File: config.mk
export PLATFORM = sky130hd
export DESIGN_NAME = pipe_hazard_ctrl_flat
export DESIGN_NICKNAME = d
export VERILOG_FILES = /design/src/rtl/pipe_hazard_ctrl_pkg.sv /design/src/rtl/pipe_hazard_ctrl_if.sv /design/src/rtl/pipe_hazard_ctrl_fwd.sv /design/src/rtl/pipe_hazard_ctrl.sv /design/src/flat_wrapper.sv
export SDC_FILE = /design/constraint.sdc
export NUM_CORES = 1
export LEC_CHECK = 0
export ABC_CLOCK_PERIOD_IN_PS = 4800
export BUFFER_PORTS_ARGS = -buffer_cell sky130_fd_sc_hd__buf_2
export CORE_ASPECT_RATIO = 1.5
export CORE_MARGIN = 4
export CORE_UTILIZATION = 25
export DETAILED_ROUTE_END_ITERATION = 12
export PLACE_DENSITY = 0.46
export SKIP_CTS_REPAIR_TIMING = 1
export SLEW_MARGIN = 25
export SYNTH_ARGS = -nofsm -noshare
export SYNTH_HDL_FRONTEND = slang
export SYNTH_SLANG_ARGS = --single-unit
File: constraint.sdc
create_clock -name clk -period 4.8 [get_ports clk]
set_input_delay 0.48 -clock clk [delete_from_list [all_inputs] [get_ports clk]]
set_output_delay 0.48 -clock clk [all_outputs]
set_load 0.02 [all_outputs]
File: src/rtl/pipe_hazard_ctrl_pkg.sv
// Shared types for the pipeline hazard controller: FSM states, forwarding selects,
// and the packed stage-control bundle with its canonical values.
// Pure declarations; no latency, no backpressure.
package pipe_ctrl_pkg;

    typedef enum logic [1:0] {
        RUN      = 2'd0,
        MEM_WAIT = 2'd1,
        HALT     = 2'd2
    } state_t;

    // Operand source select for the EX-stage ALU inputs.
    typedef enum logic [1:0] {
        FWD_RF  = 2'b00,
        FWD_WB  = 2'b01,
        FWD_MEM = 2'b10
    } fwd_sel_t;

    // Pipeline register controls, MSB first:
    // PC_en, IF_ID_en, ID_EX_en, EX_MEM_en, MEM_WB_en, IF_ID_flush, ID_EX_flush, MEM_WB_flush
    typedef struct packed {
        logic pc_en;
        logic if_id_en;
        logic id_ex_en;
        logic ex_mem_en;
        logic mem_wb_en;
        logic if_id_flush;
        logic id_ex_flush;
        logic mem_wb_flush;
    } ctrl_t;

    localparam ctrl_t CTRL_NOP      = 8'b00000_000; // nothing loads, nothing flushes
    localparam ctrl_t CTRL_RUN      = 8'b11111_000; // every stage advances
    localparam ctrl_t CTRL_FREEZE   = 8'b00000_001; // pipeline held, WB gets a bubble
    localparam ctrl_t CTRL_BRANCH   = 8'b11111_110; // squash the two wrong-path slots
    localparam ctrl_t CTRL_LOAD_USE = 8'b00111_010; // hold PC/IF_ID, bubble into EX

    // True when a stage that writes dst produces the value that src reads.
    // Register 0 is hardwired, so it never matches.
    function automatic logic reg_match(input logic       wr_en,
                                       input logic [4:0] dst,
                                       input logic [4:0] src);
        return wr_en && (dst != 5'd0) && (dst == src);
    endfunction

endpackage

File: src/rtl/pipe_hazard_ctrl_if.sv
// Bundle between the datapath and the hazard controller: hazard inputs in, stage controls out.
// No latency of its own (wires only).
// No backpressure; the controller's enables are the pipeline's backpressure.
interface pipe_hazard_ctrl_if #(
    parameter int CNT_W = 32
);
    import pipe_ctrl_pkg::*;

    // Datapath -> controller
    logic [4:0]       ID_rs;
    logic [4:0]       ID_rt;
    logic             ID_uses_rt;
    logic             EX_MemRead;
    logic             EX_RegWrite;
    logic [4:0]       EX_write_register;
    logic [4:0]       EX_rs;
    logic [4:0]       EX_rt;
    logic             MEM_RegWrite;
    logic [4:0]       MEM_write_register;
    logic             WB_RegWrite;
    logic [4:0]       WB_write_register;
    logic             branch_taken;
    logic             dmem_req;
    logic             dmem_ready;

    // Controller -> datapath
    logic             PC_en;
    logic             IF_ID_en;
    logic             ID_EX_en;
    logic             EX_MEM_en;
    logic             MEM_WB_en;
    logic             IF_ID_flush;
    logic             ID_EX_flush;
    logic             MEM_WB_flush;
    fwd_sel_t         forward_A;
    fwd_sel_t         forward_B;
    logic             halted;
    logic [CNT_W-1:0] stall_cnt;
    logic [CNT_W-1:0] flush_cnt;

    modport master (
        output ID_rs, ID_rt, ID_uses_rt, EX_MemRead, EX_RegWrite, EX_write_register,
               EX_rs, EX_rt, MEM_RegWrite, MEM_write_register, WB_RegWrite,
               WB_write_register, branch_taken, dmem_req, dmem_ready,
        input  PC_en, IF_ID_en, ID_EX_en, EX_MEM_en, MEM_WB_en, IF_ID_flush,
               ID_EX_flush, MEM_WB_flush, forward_A, forward_B, halted,
               stall_cnt, flush_cnt
    );

    modport slave (
        input  ID_rs, ID_rt, ID_uses_rt, EX_MemRead, EX_RegWrite, EX_write_register,
               EX_rs, EX_rt, MEM_RegWrite, MEM_write_register, WB_RegWrite,
               WB_write_register, branch_taken, dmem_req, dmem_ready,
        output PC_en, IF_ID_en, ID_EX_en, EX_MEM_en, MEM_WB_en, IF_ID_flush,
               ID_EX_flush, MEM_WB_flush, forward_A, forward_B, halted,
               stall_cnt, flush_cnt
    );

endinterface

File: src/rtl/pipe_hazard_ctrl_fwd.sv
// pipe_fwd_unit: picks the ALU operand source for one EX source register.
// Latency: purely combinational.
// Backpressure: none.
// Ports: i_src (EX source reg), i_mem_* / i_wb_* (producer write-enable + dest), o_sel (select).
module pipe_fwd_unit
    import pipe_ctrl_pkg::*;
(
    input  logic [4:0] i_src,
    input  logic       i_mem_regwrite,
    input  logic [4:0] i_mem_dst,
    input  logic       i_wb_regwrite,
    input  logic [4:0] i_wb_dst,
    output fwd_sel_t   o_sel
);

    always_comb begin
        // The EX/MEM result is younger than MEM/WB, so it wins when both match.
        if (reg_match(i_mem_regwrite, i_mem_dst, i_src)) begin
            o_sel = FWD_MEM;
        end else if (reg_match(i_wb_regwrite, i_wb_dst, i_src)) begin
            o_sel = FWD_WB;
        end else begin
            o_sel = FWD_RF;
        end
    end

endmodule

File: src/rtl/pipe_hazard_ctrl.sv
// pipe_hazard_ctrl: stall/flush/forward sequencer for the 5-stage pipeline (RUN/MEM_WAIT/HALT FSM).
// Latency: controls are combinational from state+inputs; state, timeout and counters update next edge.
// Backpressure: a pending data-memory access freezes every stage; a timeout freezes it until rst.
// Ports: clk, rst (sync, active-high); bus (slave modport) carries hazard inputs, stage
//        enables/flushes, forward_A/B, halted, stall_cnt and flush_cnt.
module pipe_hazard_ctrl
    import pipe_ctrl_pkg::*;
#(
    parameter int MEM_TIMEOUT = 256,
    parameter int CNT_W       = 32
)(
    input  logic              clk,
    input  logic              rst,
    pipe_hazard_ctrl_if.slave bus
);

    localparam int TMO_W = $clog2(MEM_TIMEOUT + 1);

    state_t           r_state;
    state_t           w_next_state;
    logic [TMO_W-1:0] r_tmo_cnt;
    logic [CNT_W-1:0] r_stall_cnt;
    logic [CNT_W-1:0] r_flush_cnt;

    ctrl_t            w_ctrl;
    ctrl_t            w_issue_ctrl;
    logic             w_mem_stall;
    logic             w_load_use;
    logic             w_frozen;
    logic             w_flush_evt;
    fwd_sel_t         w_fwd_a;
    fwd_sel_t         w_fwd_b;

    // ------------------------------------------------------------------
    // Hazard detection
    // ------------------------------------------------------------------
    assign w_mem_stall = bus.dmem_req && !bus.dmem_ready;

    // A load in EX whose result the ID instruction needs: one bubble lets the
    // load reach MEM, after which forwarding from MEM/WB covers the rest.
    assign w_load_use = bus.EX_MemRead &&
                        (reg_match(bus.EX_RegWrite, bus.EX_write_register, bus.ID_rs) ||
                         (bus.ID_uses_rt &&
                          reg_match(bus.EX_RegWrite, bus.EX_write_register, bus.ID_rt)));

    // Controls for a cycle in which the pipeline is free to move.
    // A taken branch squashes the ID instruction anyway, so it beats load-use.
    always_comb begin
        w_issue_ctrl = CTRL_RUN;
        if (bus.branch_taken) begin
            w_issue_ctrl = CTRL_BRANCH;
        end else if (w_load_use) begin
            w_issue_ctrl = CTRL_LOAD_USE;
        end
    end

    // ------------------------------------------------------------------
    // FSM: state register
    // ------------------------------------------------------------------
    always_ff @(posedge clk) begin
        if (rst) begin
            r_state <= RUN;
        end else begin
            r_state <= w_next_state;
        end
    end

    // ------------------------------------------------------------------
    // FSM: next state
    // ------------------------------------------------------------------
    always_comb begin
        w_next_state = r_state;
        case (r_state)
            RUN: begin
                if (w_mem_stall) begin
                    // The entry cycle already counts as the first wait cycle.
                    w_next_state = (MEM_TIMEOUT <= 1) ? HALT : MEM_WAIT;
                end
            end
            MEM_WAIT: begin
                if (bus.dmem_ready) begin
                    w_next_state = RUN;
                end else if (r_tmo_cnt >= TMO_W'(MEM_TIMEOUT - 1)) begin
                    w_next_state = HALT;
                end
            end
            HALT:    w_next_state = HALT;
            default: w_next_state = RUN;
        endcase
    end

    // ------------------------------------------------------------------
    // FSM: outputs
    // ------------------------------------------------------------------
    always_comb begin
        w_frozen = 1'b1;
        case (r_state)
            RUN:      w_frozen = w_mem_stall;
            MEM_WAIT: w_frozen = !bus.dmem_ready;
            HALT:     w_frozen = 1'b1;
            default:  w_frozen = 1'b1;
        endcase
    end

    // While frozen, EX simply holds a taken branch; it is acted on in the
    // release cycle, so a flush is only counted when the pipeline moves.
    assign w_ctrl      = w_frozen ? CTRL_FREEZE : w_issue_ctrl;
    assign w_flush_evt = !w_frozen && bus.branch_taken;

    assign bus.PC_en        = w_ctrl.pc_en;
    assign bus.IF_ID_en     = w_ctrl.if_id_en;
    assign bus.ID_EX_en     = w_ctrl.id_ex_en;
    assign bus.EX_MEM_en    = w_ctrl.ex_mem_en;
    assign bus.MEM_WB_en    = w_ctrl.mem_wb_en;
    assign bus.IF_ID_flush  = w_ctrl.if_id_flush;
    assign bus.ID_EX_flush  = w_ctrl.id_ex_flush;
    assign bus.MEM_WB_flush = w_ctrl.mem_wb_flush;
    assign bus.halted       = (r_state == HALT);

    // ------------------------------------------------------------------
    // Memory-wait timeout counter
    // ------------------------------------------------------------------
    always_ff @(posedge clk) begin
        if (rst) begin
            r_tmo_cnt <= '0;
        end else begin
            case (r_state)
                RUN: begin
                    if (w_mem_stall) begin
                        r_tmo_cnt <= TMO_W'(1);
                    end
                end
                MEM_WAIT: begin
                    if (!bus.dmem_ready) begin
                        r_tmo_cnt <= r_tmo_cnt + TMO_W'(1);
                    end
                end
                default: r_tmo_cnt <= r_tmo_cnt;
            endcase
        end
    end

    // ------------------------------------------------------------------
    // Saturating performance counters
    // ------------------------------------------------------------------
    always_ff @(posedge clk) begin
        if (rst) begin
            r_stall_cnt <= '0;
            r_flush_cnt <= '0;
        end else begin
            if (!w_ctrl.pc_en && (r_stall_cnt != {CNT_W{1'b1}})) begin
                r_stall_cnt <= r_stall_cnt + CNT_W'(1);
            end
            if (w_flush_evt && (r_flush_cnt != {CNT_W{1'b1}})) begin
                r_flush_cnt <= r_flush_cnt + CNT_W'(1);
            end
        end
    end

    assign bus.stall_cnt = r_stall_cnt;
    assign bus.flush_cnt = r_flush_cnt;

    // ------------------------------------------------------------------
    // Operand forwarding: A follows EX_rs, B follows EX_rt
    // ------------------------------------------------------------------
    pipe_fwd_unit u_fwd_a (
        .i_src          (bus.EX_rs),
        .i_mem_regwrite (bus.MEM_RegWrite),
        .i_mem_dst      (bus.MEM_write_register),
        .i_wb_regwrite  (bus.WB_RegWrite),
        .i_wb_dst       (bus.WB_write_register),
        .o_sel          (w_fwd_a)
    );

    pipe_fwd_unit u_fwd_b (
        .i_src          (bus.EX_rt),
        .i_mem_regwrite (bus.MEM_RegWrite),
        .i_mem_dst      (bus.MEM_write_register),
        .i_wb_regwrite  (bus.WB_RegWrite),
        .i_wb_dst       (bus.WB_write_register),
        .o_sel          (w_fwd_b)
    );

    assign bus.forward_A = w_fwd_a;
    assign bus.forward_B = w_fwd_b;

endmodule

File: src/flat_wrapper.sv
// flat-port wrapper written by rule: the top's interface ports become plain ports
module pipe_hazard_ctrl_flat import pipe_ctrl_pkg::*;
#(
    parameter int MEM_TIMEOUT = 256,
    parameter int CNT_W       = 32
)
  (clk, rst, bus_ID_rs, bus_ID_rt, bus_ID_uses_rt, bus_EX_MemRead, bus_EX_RegWrite, bus_EX_write_register, bus_EX_rs, bus_EX_rt, bus_MEM_RegWrite, bus_MEM_write_register, bus_WB_RegWrite, bus_WB_write_register, bus_branch_taken, bus_dmem_req, bus_dmem_ready, bus_PC_en, bus_IF_ID_en, bus_ID_EX_en, bus_EX_MEM_en, bus_MEM_WB_en, bus_IF_ID_flush, bus_ID_EX_flush, bus_MEM_WB_flush, bus_forward_A, bus_forward_B, bus_halted, bus_stall_cnt, bus_flush_cnt);
  pipe_hazard_ctrl_if #(.CNT_W(CNT_W)) bus_i ();
  input  logic clk;
  input  logic rst;
  input wire logic [$bits(bus_i.ID_rs)-1:0] bus_ID_rs;
  input wire logic [$bits(bus_i.ID_rt)-1:0] bus_ID_rt;
  input wire logic [$bits(bus_i.ID_uses_rt)-1:0] bus_ID_uses_rt;
  input wire logic [$bits(bus_i.EX_MemRead)-1:0] bus_EX_MemRead;
  input wire logic [$bits(bus_i.EX_RegWrite)-1:0] bus_EX_RegWrite;
  input wire logic [$bits(bus_i.EX_write_register)-1:0] bus_EX_write_register;
  input wire logic [$bits(bus_i.EX_rs)-1:0] bus_EX_rs;
  input wire logic [$bits(bus_i.EX_rt)-1:0] bus_EX_rt;
  input wire logic [$bits(bus_i.MEM_RegWrite)-1:0] bus_MEM_RegWrite;
  input wire logic [$bits(bus_i.MEM_write_register)-1:0] bus_MEM_write_register;
  input wire logic [$bits(bus_i.WB_RegWrite)-1:0] bus_WB_RegWrite;
  input wire logic [$bits(bus_i.WB_write_register)-1:0] bus_WB_write_register;
  input wire logic [$bits(bus_i.branch_taken)-1:0] bus_branch_taken;
  input wire logic [$bits(bus_i.dmem_req)-1:0] bus_dmem_req;
  input wire logic [$bits(bus_i.dmem_ready)-1:0] bus_dmem_ready;
  output wire logic [$bits(bus_i.PC_en)-1:0] bus_PC_en;
  output wire logic [$bits(bus_i.IF_ID_en)-1:0] bus_IF_ID_en;
  output wire logic [$bits(bus_i.ID_EX_en)-1:0] bus_ID_EX_en;
  output wire logic [$bits(bus_i.EX_MEM_en)-1:0] bus_EX_MEM_en;
  output wire logic [$bits(bus_i.MEM_WB_en)-1:0] bus_MEM_WB_en;
  output wire logic [$bits(bus_i.IF_ID_flush)-1:0] bus_IF_ID_flush;
  output wire logic [$bits(bus_i.ID_EX_flush)-1:0] bus_ID_EX_flush;
  output wire logic [$bits(bus_i.MEM_WB_flush)-1:0] bus_MEM_WB_flush;
  output wire logic [$bits(bus_i.forward_A)-1:0] bus_forward_A;
  output wire logic [$bits(bus_i.forward_B)-1:0] bus_forward_B;
  output wire logic [$bits(bus_i.halted)-1:0] bus_halted;
  output wire logic [$bits(bus_i.stall_cnt)-1:0] bus_stall_cnt;
  output wire logic [$bits(bus_i.flush_cnt)-1:0] bus_flush_cnt;
  assign bus_i.ID_rs = bus_ID_rs;
  assign bus_i.ID_rt = bus_ID_rt;
  assign bus_i.ID_uses_rt = bus_ID_uses_rt;
  assign bus_i.EX_MemRead = bus_EX_MemRead;
  assign bus_i.EX_RegWrite = bus_EX_RegWrite;
  assign bus_i.EX_write_register = bus_EX_write_register;
  assign bus_i.EX_rs = bus_EX_rs;
  assign bus_i.EX_rt = bus_EX_rt;
  assign bus_i.MEM_RegWrite = bus_MEM_RegWrite;
  assign bus_i.MEM_write_register = bus_MEM_write_register;
  assign bus_i.WB_RegWrite = bus_WB_RegWrite;
  assign bus_i.WB_write_register = bus_WB_write_register;
  assign bus_i.branch_taken = bus_branch_taken;
  assign bus_i.dmem_req = bus_dmem_req;
  assign bus_i.dmem_ready = bus_dmem_ready;
  assign bus_PC_en = bus_i.PC_en;
  assign bus_IF_ID_en = bus_i.IF_ID_en;
  assign bus_ID_EX_en = bus_i.ID_EX_en;
  assign bus_EX_MEM_en = bus_i.EX_MEM_en;
  assign bus_MEM_WB_en = bus_i.MEM_WB_en;
  assign bus_IF_ID_flush = bus_i.IF_ID_flush;
  assign bus_ID_EX_flush = bus_i.ID_EX_flush;
  assign bus_MEM_WB_flush = bus_i.MEM_WB_flush;
  assign bus_forward_A = bus_i.forward_A;
  assign bus_forward_B = bus_i.forward_B;
  assign bus_halted = bus_i.halted;
  assign bus_stall_cnt = bus_i.stall_cnt;
  assign bus_flush_cnt = bus_i.flush_cnt;
  pipe_hazard_ctrl #(.MEM_TIMEOUT(MEM_TIMEOUT), .CNT_W(CNT_W)) u_core (.clk(clk), .rst(rst), .bus(bus_i));
endmodule
Word level (Yosys, flattened, before mapping) --
Index checks and enable logic that the tools add are counted.
Storage, ports and cells: output and inout port bits 77, memories 0, input port bits 45, memory bits (writable) 0, bits in latches 0, bits in registers 75, ROM bits 0
Operators by class: multipliers 0, equal/unequal tests 13, multiplexer cells 15, magnitude comparators 1, bitwise gates (word level) 0, $add $sub $neg 3, shifts and indexed selects 0, reductions and logical operators 26, divide/modulo/power cells 0
Operators by type and width (count):
- $add A32 B1 Y32 const B | 2
- $ne A32 B32 Y1 const B | 2
- $eq A5 B5 Y1 | 6
- $mux W8 | 3
- $mux W9 | 2
- $pmux W9 S2 | 1
- $logic_and A1 B1 Y1 | 15
- $reduce_bool A5 Y1 | 3
- $mux W2 | 5
- $add A9 B1 Y9 const B | 1
- $ge A9 B8 Y1 const B | 1
- $pmux W2 S3 | 1
- $logic_not A1 Y1 | 3
- $ne A3 B2 Y1 const B | 1
- $reduce_and A3 Y1 | 1
- $eq A2 B1 Y1 const B | 1
- $eq A2 B2 Y1 const B | 1
- $logic_not A2 Y1 | 1
- $mux W1 | 2
- $ne A2 B1 Y1 const B | 1
- $ne A2 B2 Y1 const B | 1
- $pmux W1 S2 | 1
- $reduce_and A2 Y1 | 1
- $reduce_bool A2 Y1 | 1
- $logic_or A1 B1 Y1 | 1

Depth between registers and ports, before layout --
Gate-level depths: netlist of the first run.
depth after elaboration 11, gate-level depth with buffers 9

Cells and area by module --
Synthesis of the first run repeated with hierarchy kept, for this count alone.
Unflattened totals: cells, all modules 482, area, all modules 4100.2 sq um
Modules (own cells, without submodules):
- pipe_hazard_ctrl | cells an instance 442, area an instance 3797.4 sq um, times used 1, sequential area each 1501.4 sq um
- pipe_fwd_unit | cells an instance 20, area an instance 151.4 sq um, times used 2, sequential area each 0.0 sq um

Worst setup path after synthesis of the first run --
OpenSTA, ideal clock, no wires.
kind input port to output port, from input bus_MEM_write_register[0], to output bus_forward_A[0], stages on the path 4, arrival time 2097 ps, slack 2223 ps, data required time 4320 ps, path through or4_1 -> o21ai_0 -> nor4_1 -> nor4_1
Between the ends: word-level cells in the longest chain between the ends 4
Ends and longest elaborated chain:
- start, declared | line flat_wrapper.sv:20 | input wire logic [$bits(bus_i.MEM_write_register)-1:0] bus_MEM_write_register;
- $reduce_bool A5 Y1 | line pipe_hazard_ctrl_pkg.sv:43 | return wr_en && (dst != 5'd0) && (dst == src);
- $logic_and A1 B1 Y1 | line pipe_hazard_ctrl_pkg.sv:43
- $logic_and A1 B1 Y1 (*) | line pipe_hazard_ctrl_pkg.sv:43
- $mux W2 (*) | line pipe_hazard_ctrl_fwd.sv:18 | if (reg_match(i_mem_regwrite, i_mem_dst, i_src)) begin
- end, declared | line flat_wrapper.sv:34 | output wire logic [$bits(bus_i.forward_A)-1:0] bus_forward_A;
Every way passes the cells marked *; elsewhere a longest branch is shown, timed or not.

Final worst setup path of the first run --
from register u_core.r_flush_cnt[9] (netlist: u_core.bus.flush_cnt[9]), to register u_core.r_flush_cnt[1] (netlist: u_core.bus.flush_cnt[1])
Between the ends: word-level cells in the longest chain between the ends 2
Ends and longest elaborated chain:
- start, declared | line pipe_hazard_ctrl.sv:23 | logic [CNT_W-1:0] r_flush_cnt;
- start signal, assigned | line pipe_hazard_ctrl.sv:155 | r_flush_cnt <= r_flush_cnt + CNT_W'(1);
- $ne A32 B32 Y1 | line pipe_hazard_ctrl.sv:154 | if (w_flush_evt && (r_flush_cnt != {CNT_W{1'b1}})) begin
- $logic_and A1 B1 Y1 | line pipe_hazard_ctrl.sv:154
Every way passes these cells. A chain may end at the register's enable or synchronous reset.

==> flow_summary.ini, run 1 <==
[status]
status = completed

[worst_setup_path]
slowest_stage = nor4_1
criticalPathCategory = flop to flop
critPathMaxStageDelay_ps = 850
crit_family = simple AND/OR/NAND/NOR gates
path_buf_inv = 0
critPathLaunchType = flop
cp-end-kind = flop
reg2reg_depth = 6
arrival_ps = 3190
cp.depth = 6
required_ps = 4990
path_cells = nand4_1 -> nor4_1 -> nand4bb_1 -> nand2_1 -> mux2i_1 -> nor2_1
critPathMaxFanout = 15

[final_layout]
stdcell_area_mm2 = 0.00519
drive_above_1_share_pct = 24.3
synthToLayoutAreaGrowth_pct = 27.4
diodes = 0
nets = 656

[run]
cap_viol_max_count = 0

[clock_network]
clock_latency_ps = 330
cts-root-buf = clkbuf_16
clock_path_buffers = 2
h-tree-depth = 3
cts_sinks = 75
cts_buffers = 9
clk_pin_slew_ps = 60
cts_tree = yes

[global_route]
overflow = 0
antenna_found_initial = 0
first_global_vias = 4065
grt_pass1_wl_mm = 20.0
grt_use_total_pct = 13.2
grt_start_max_net_pins = 53

[timing]
tns_ps = 0
slew_viol_final = 0
whs_ps = 494
finalSetupViolations = 0
period_share_pct = 62.6
setup_slack_ps = 1800
fin_crit_ps = 3000
rsz0062_at_grt = no
max_freq_ghz = 0.333
skew_ps = 9.51
hold_viol = 0
maxSlewHeadroom_pct = 39.7
tightestPinTransition_ps = 897

[drt]
wl_mm = 12.1
vias = 4056
drtAntennaViolNets = 0
drc = 0
avgViaCountPerCell = 4.98
firstDrtPassIters = 4
drtIter0Drc = 174
post_drt_wl_per_cell_um = 14.9

[worst_hold_path]
hold_path_depth = 3
hold_class = input pin to flop

[place]
io_buffers = 121
dp_worst_setup_slack_ps = 1590
place_congestion = 0.843
place_area_mm2 = 0.00486
dp_hpwl_mm = 9.27

[synth]
synth_top_area_share_pct = 36.8
ys_top_cells_by_area = dfxtp_1 (37%), xor2_1 (11%), nor2_1 (5.7%)
synth_nets = 542
synthMuxAreaShare_pct = 0.768
yosysWarnings = 0
synthFlopType = dfxtp_1
syn-mean-instance-area_um2 = 8.27
synthArstFlopShare_pct = 0
ys_seq_area_share_pct = 36.8
synth_top_cell_by_area = dfxtp_1
synth_fa_ha_area_share_pct = 1.23
synth_edf_count = 0
synth_compound_area_share_pct = 12.5
synthDistinctLibCells = 52
synth_top_family_by_area = simple AND/OR/NAND/NOR gates
synth_xor_area_share_pct = 14.6
synth.ff_latch_count = 75
synth_simple_gate_area_share_pct = 30.3
synth_cells = 493
syn_area_mm2 = 0.00408

[pwr]
total_power_mw = 1.50
p_leak_nw = 2.07
power-per-cell-area_mw_per_mm2 = 289
ir_worst_vdd_v = 0.000160

[floorplanning]
core-area_mm2 = 0.0158
ios = 122
die_width_um = 112
initial_core_util_pct = 25.7
dieArea_mm2 = 0.0184
row_count = 56
die_y_um = 164
[report_power, final]
| part | internal, mW | switching [mW] | leakage [nW] |
|---|---|---|---|
| combinational | 0.0456 | 0.0780 | 1.31 |
| clock | 0.473 | 0.271 | 0.156 |
| sequential | 0.627 | 0.00632 | 0.605 |
[final timing paths]
check / startpoint / to / slack [ps]
setup / recovery: u_core.bus.flush_cnt[9]$_SDFFE_PP0P_ / u_core.bus.flush_cnt[1]$_SDFFE_PP0P_ / 1800
hold / removal: bus_dmem_req / u_core.r_state[0]$_SDFFE_PP0P_ / 490
setup reg to reg: u_core.bus.flush_cnt[9]$_SDFFE_PP0P_ / u_core.bus.flush_cnt[1]$_SDFFE_PP0P_ / 1800
hold reg to reg: u_core.bus.stall_cnt[26]$_SDFFE_PP0P_ / u_core.bus.stall_cnt[26]$_SDFFE_PP0P_ / 510
[Yosys cell counts, types with 6 or more instances]
cell type / number
dfxtp_1: 75
nor2_1: 62
xor2_1: 51
nand3_1: 33
a21oi_1: 29
nand2_1: 27
o21ai_0: 23
nand4_1: 22
inv_1: 17
xnor2_1: 17
or3_1: 15
clkbuf_1: 14
or4_1: 13
and3_1: 9
nor4_1: 9
nor3_1: 7
o31ai_1: 7
and4_1: 6
[stage by stage]
stage | utilization, % | cells
4_1_cts | 32.8 | 815
2_1_floorplan | - | 493
3_3_place_gp | 30.7 | 799
3_5_place_dp | 30.7 | 799
5_1_grt | 32.8 | 815
6_report | 32.8 | 815
[cells in the final DEF, fill, tap and decap left out, types with 22 or more instances in the layout]
master,instances
buf_2,121
dfxtp_1,75
nor2_1,62
xor2_1,51
nand3_1,32
a21oi_1,29
nand2_1,27
o21ai_0,23
nand4_1,22
[cells by family after synthesis]
family / count (synthesis)
buf+inv: 37
mux: 3
flops: 75
compound gates: 80
xor+xnor: 68
fa+ha+maj: 4
simple gates: 226
[registers in the layout, summed over array words and instances (netlist names)]
register and count:
u_core.bus.stall_cnt 32, u_core.r_state 2, u_core.bus.flush_cnt 32, u_core.r_tmo_cnt 9
[area by class of cell]
class / count / area (um^2)
Fill cell: 1777 / 10600
Multi-Input combinational cell: 381 / 2430
Sequential cell: 75 / 1500
Timing Repair Buffer: 123 / 621
Tap cell: 203 / 254
Clock buffer: 11 / 243
Clock inverter: 5 / 85.1
Inverter: 17 / 63.8
[layer usage]
| metal | GRT usage (%) | up-vias | wire [um] |
|---|---|---|---|
| li1 | - | 2013 | - |
| met2 | 23.6 | 109 | 6180 |
| met4 | 4.54 | 0 | 235 |
| met1 | 14.7 | 1916 | 4850 |
| met5 | 0 | - | 0 |
| met3 | 4.29 | 18 | 843 |
[worst min-delay path: cells and delay by family]
kind	cells	cell delay [ps]
buf+inv	1	130
compound gates	1	60
simple gates	1	100
Power figures use the tool's default switching activity.
==> run 2: changes to the inputs <==
Settings changed: ABC_CLOCK_PERIOD_IN_PS 4800 to 2700, PLACE_DENSITY 0.46 to 0.47.
Clock period 4.8 ns to 2.7 ns, I/O delays scaled along.
==> run 2 against run 1 <==
  * Core utilization grew 0.49 points
  * Worst setup slack worse by 1600 ps
  * Critical endpoint is now u_core.bus.stall_cnt[29]$_SDFFE_PP0P_
  * Total power is 75% higher
  * Via count is 1.6% higher
==> flow_summary.ini, run 2 (synthesized netlist as in run 1, its figures left out) <==
[final_layout]
layout_common_cells = buf_2 (121), dfxtp_1 (75), nor2_1 (62)
final_cells = 825
synthToLayoutAreaGrowth_pct = 29.4
utilization_pct = 33.3
nets = 667
seq_area_mm2 = 0.00150
layout_commonest_cell = buf_2
diodes = 0
final.fill_count = 1749
stdcell_area_mm2 = 0.00527
drive_above_1_share_pct = 25.6
multi_input_area_mm2 = 0.00242

[global_route]
overflow = 0
use_met3_pct = 3.52
use_met2_pct = 24.4
grt_start_max_net_pins = 39
grt_use_total_pct = 13.4
top_usage_layer = met2
antenna_found_initial = 1
grtUsageMet1_pct = 15.4
grt_pass1_wl_mm = 20.4
first_global_vias = 4115

[timing]
period_share_pct = 91.8
max_freq_ghz = 0.404
skew_ps = 4.53
hold_viol = 0
tightestPinTransition_ps = 464
finalSetupViolations = 0
fin_crit_ps = 2480
slew_viol_final = 0
tns_ps = 0
maxSlewHeadroom_pct = 68.8
rsz0062_at_grt = no

[pwr]
ir_worst_vdd_v = 0.000274
p_leak_nw = 2.13
total_power_mw = 2.62
power-per-cell-area_mw_per_mm2 = 497

[floorplanning]
initial_core_util_pct = 25.7
dieArea_mm2 = 0.0184
ios = 122
row_count = 56
die_y_um = 164
die_width_um = 112
core-area_mm2 = 0.0158

[drt]
firstDrtPassIters = 6
drtAntennaViolNets = 0
avgViaCountPerCell = 5.00
post_drt_wl_per_cell_um = 15.0
vias = 4122
wl_mm = 12.3
drc = 0
drtIter0Drc = 180

[place]
place_area_mm2 = 0.00496
io_buffers = 121
place_congestion = 0.772
dp_hpwl_mm = 9.42
dp.cells = 810

[worst_setup_path]
critPathLaunchType = flop
criticalPathCategory = flop to flop
path_cells = nand4_4 -> or4_4 -> nor2_1 -> nand2_1 -> or4_1 -> a21oi_1
critPathMaxStageDelay_ps = 600
critPathMaxFanout = 8
cp-end-kind = flop
arrival_ps = 2740
slowest_stage = or4_4
path_buf_inv = 0
crit_family = simple AND/OR/NAND/NOR gates
required_ps = 2960

[clock_network]
cts_buffers = 9
cts_tree = yes
clock_path_buffers = 2
clock_latency_ps = 330
cts_sinks = 75
clk_pin_slew_ps = 60
h-tree-depth = 3
cts-root-buf = clkbuf_16

[worst_hold_path]
hold_class = input pin to flop

[run]
cap_viol_max_count = 0

[status]
status = completed
## run 2: cell types whose count changed in the layout (fill, tap and decap cells not counted), sizes merged
cell,before,now
buf,123,134
clkbuf,11,14
bufinv,2,1
clkinv,1,0
clkinvlp,1,0
inv,18,17
## run 2: through the flow
stage                     hold WS (ps)  setup slack, ps
after floorplan                    441              396
after global placement             484              237
after detailed placement           493              222
after CTS                          274              114
after global routing               313             69.3
final                              294              222
## run 2: layer usage
metal / wire length (um) / up-vias
met5: 7 / -
met4: 123 / 2
met3: 717 / 11
met2: 6440 / 105
met1: 5060 / 1970
li1: - / 2034
## run 2: tightest hold or removal path, stage by stage
cell and delay [ps]:
buf_2 130, nand3b_1 110, a21oi_1 70
## run 2: cell type report
class	count	share of cell area, %
Tap cell	203	4.82
Clock buffer	14	5.39
Clock inverter	1	0.570
Timing Repair Buffer	134	13.6
Sequential cell	75	28.5
Inverter	17	1.21
Multi-Input combinational cell	381	46.0
## run 2: worst paths after layout
path | cells after the start | to | slack [ps] | startpoint
worst max-delay path | 6 | u_core.bus.stall_cnt[29]$_SDFFE_PP0P_ | 220 | u_core.bus.stall_cnt[9]$_SDFFE_PP0P_
worst min-delay path | 3 | u_core.r_state[0]$_SDFFE_PP0P_ | 290 | bus_dmem_req
worst max register to register | 6 | u_core.bus.stall_cnt[29]$_SDFFE_PP0P_ | 220 | u_core.bus.stall_cnt[9]$_SDFFE_PP0P_
worst min register to register | 2 | u_core.bus.stall_cnt[4]$_SDFFE_PP0P_ | 490 | u_core.bus.stall_cnt[4]$_SDFFE_PP0P_
## run 2: power breakdown
| group | switching (mW) | total [mW] | internal (mW) |
|---|---|---|---|
| combinational | 0.141 | 0.227 | 0.0854 |
| sequential | 0.0113 | 1.13 | 1.11 |
| clock | 0.457 | 1.27 | 0.812 |
==> run 3: changes to the inputs <==
Settings changed: CORE_UTILIZATION 25 to 47, PLACE_DENSITY 0.47 to 0.78.
==> run 3 against run 2 <==
  * Cell count is 12% lower
  * Total power increased by 2.3%
  * Critical path depth did not move
  * Routed wire length is 12% lower
  * Worst setup slack improved by 100 ps
  * Clock power grew 6%
  * Final area is 2.5% lower
  * Non-clock buffer count fell by 4
  * Via count is 0.90% lower
  * Critical endpoint unchanged
==> flow_summary.ini, run 3 (synthesized netlist as in run 1, its figures left out) <==
[status]
status = completed

[clock_network]
cts_sinks = 75
clock_path_buffers = 2
clk_pin_slew_ps = 60
h-tree-depth = 3
cts_buffers = 9
cts-root-buf = clkbuf_16
clock_latency_ps = 340
cts_tree = yes

[floorplanning]
row_count = 41
initial_core_util_pct = 48.4
die_width_um = 84.0
die_y_um = 122
core-area_mm2 = 0.00841
dieArea_mm2 = 0.0103
ios = 122

[final_layout]
nets = 663
layout_common_cells = buf_2 (121), dfxtp_1 (75), nor2_1 (62)
final.fill_count = 749
seq_area_mm2 = 0.00150
synthToLayoutAreaGrowth_pct = 26.2
drive_above_1_share_pct = 25.2
layout_commonest_cell = buf_2
multi_input_area_mm2 = 0.00242
diodes = 0

[global_route]
top_usage_layer = met2
overflow = 0
grt_start_max_net_pins = 40
grt_use_total_pct = 21.6
use_met2_pct = 38.6
use_met3_pct = 5.55
antenna_found_initial = 0
grtUsageMet1_pct = 24.0
first_global_vias = 4029
grt_pass1_wl_mm = 18.2

[pwr]
power-per-cell-area_mw_per_mm2 = 522
p_leak_nw = 2.11
ir_worst_vdd_v = 0.000407
total_power_mw = 2.68

[worst_setup_path]
critPathLaunch = u_core.bus.stall_cnt[9]$_SDFFE_PP0P_
r2r_slack_ps = 320
criticalPathCategory = flop to flop
slowest_stage = or4_4
r2r-end = u_core.bus.stall_cnt[29]$_SDFFE_PP0P_
required_ps = 2970
cp-end-kind = flop
critPathLaunchType = flop
arrival_ps = 2650
reg2reg_depth = 6
path_cells = nand4_4 -> or4_4 -> nor2_1 -> nand2_1 -> or4_1 -> a21oi_1
endpoint = u_core.bus.stall_cnt[29]$_SDFFE_PP0P_
reg2reg_from = u_core.bus.stall_cnt[9]$_SDFFE_PP0P_
critPathMaxFanout = 8
critPathMaxStageDelay_ps = 590

[drt]
firstDrtPassIters = 5
drtIter0Drc = 185
avgViaCountPerCell = 5.63
post_drt_wl_per_cell_um = 15.0
wl_mm = 10.9
vias = 4085
drc = 0
drtAntennaViolNets = 0

[timing]
tightestPinTransition_ps = 546
finalSetupViolations = 0
rsz0062_at_grt = no
slew_viol_final = 0
tns_ps = 0
period_share_pct = 88.1
skew_ps = 7.06
hold_viol = 0
fin_crit_ps = 2380
maxSlewHeadroom_pct = 63.6
max_freq_ghz = 0.421

[place]
place_congestion = 0.897
dp_hpwl_mm = 8.10
io_buffers = 121

[worst_hold_path]
hold_path_depth = 3
hold_class = input pin to flop

[run]
cap_viol_max_count = 0
## run 3: metrics by stage
| step | util (%) | instances | hold WS [ps] | setup WS [ps] | cell area [um^2] |
|---|---|---|---|---|---|
| floorplan | - | 493 | 441 | 396 | 4080 |
| global placement | 57.1 | 710 | 483 | 378 | 4810 |
| detailed placement | 57.1 | 710 | 496 | 325 | 4810 |
| CTS | 61.1 | 726 | 274 | 323 | 5140 |
| global route | 61.1 | 726 | 330 | 152 | 5140 |
| finish | 61.1 | 726 | 286 | 323 | 5140 |
## run 3: critical path: cells and delay by family (launching register included)
| family | cells | cell delay, ps |
|---|---|---|
| AO/OA/AOI/OAI | 1 | 150 |
| AND/OR/NAND/NOR | 5 | 1690 |
| flip-flops | 1 | 480 |
## run 3: worst min path at each step
| stage | slack [ps] | to | startpoint |
|---|---|---|---|
| 6_report | 290 | u_core.r_state[0]$_SDFFE_PP0P_ | bus_dmem_req |
| 5_1_grt | 330 | u_core.r_state[0]$_SDFFE_PP0P_ | bus_dmem_req |
| 4_1_cts | 270 | u_core.r_state[0]$_SDFFE_PP0P_ | bus_dmem_req |
| 3_5_place_dp | 500 | u_core.r_tmo_cnt[0]$_SDFFE_PP0P_ | u_core.r_tmo_cnt[0]$_SDFFE_PP0P_ |
| 3_3_place_gp | 480 | u_core.bus.stall_cnt[4]$_SDFFE_PP0P_ | u_core.bus.stall_cnt[4]$_SDFFE_PP0P_ |
| 2_1_floorplan | 440 | u_core.bus.stall_cnt[28]$_SDFFE_PP0P_ | rst |
## run 3: area by class of cell
type	instances	area share (%)
flip-flops and latches	75	29.2
multi-input cells	381	47.1
repair buffers	130	13.3
clock inverters	6	1.87
inverters	17	1.24
clock buffers	10	4.65
well taps	107	2.60
## run 3: where the power goes
part | switching (mW) | internal (mW) | leakage, nW
clock network | 0.490 | 0.845 | 0.161
registers | 0.0109 | 1.11 | 0.605
logic | 0.135 | 0.0853 | 1.35
total | 0.637 | 2.05 | 2.11
## run 3: routing by layer
| layer | vias to the layer above | wire [um] |
|---|---|---|
| met2 | 129 | 5650 |
| met1 | 1921 | 4370 |
| met4 | 0 | 173 |
| met3 | 13 | 686 |
| li1 | 2022 | - |
| met5 | - | 0 |
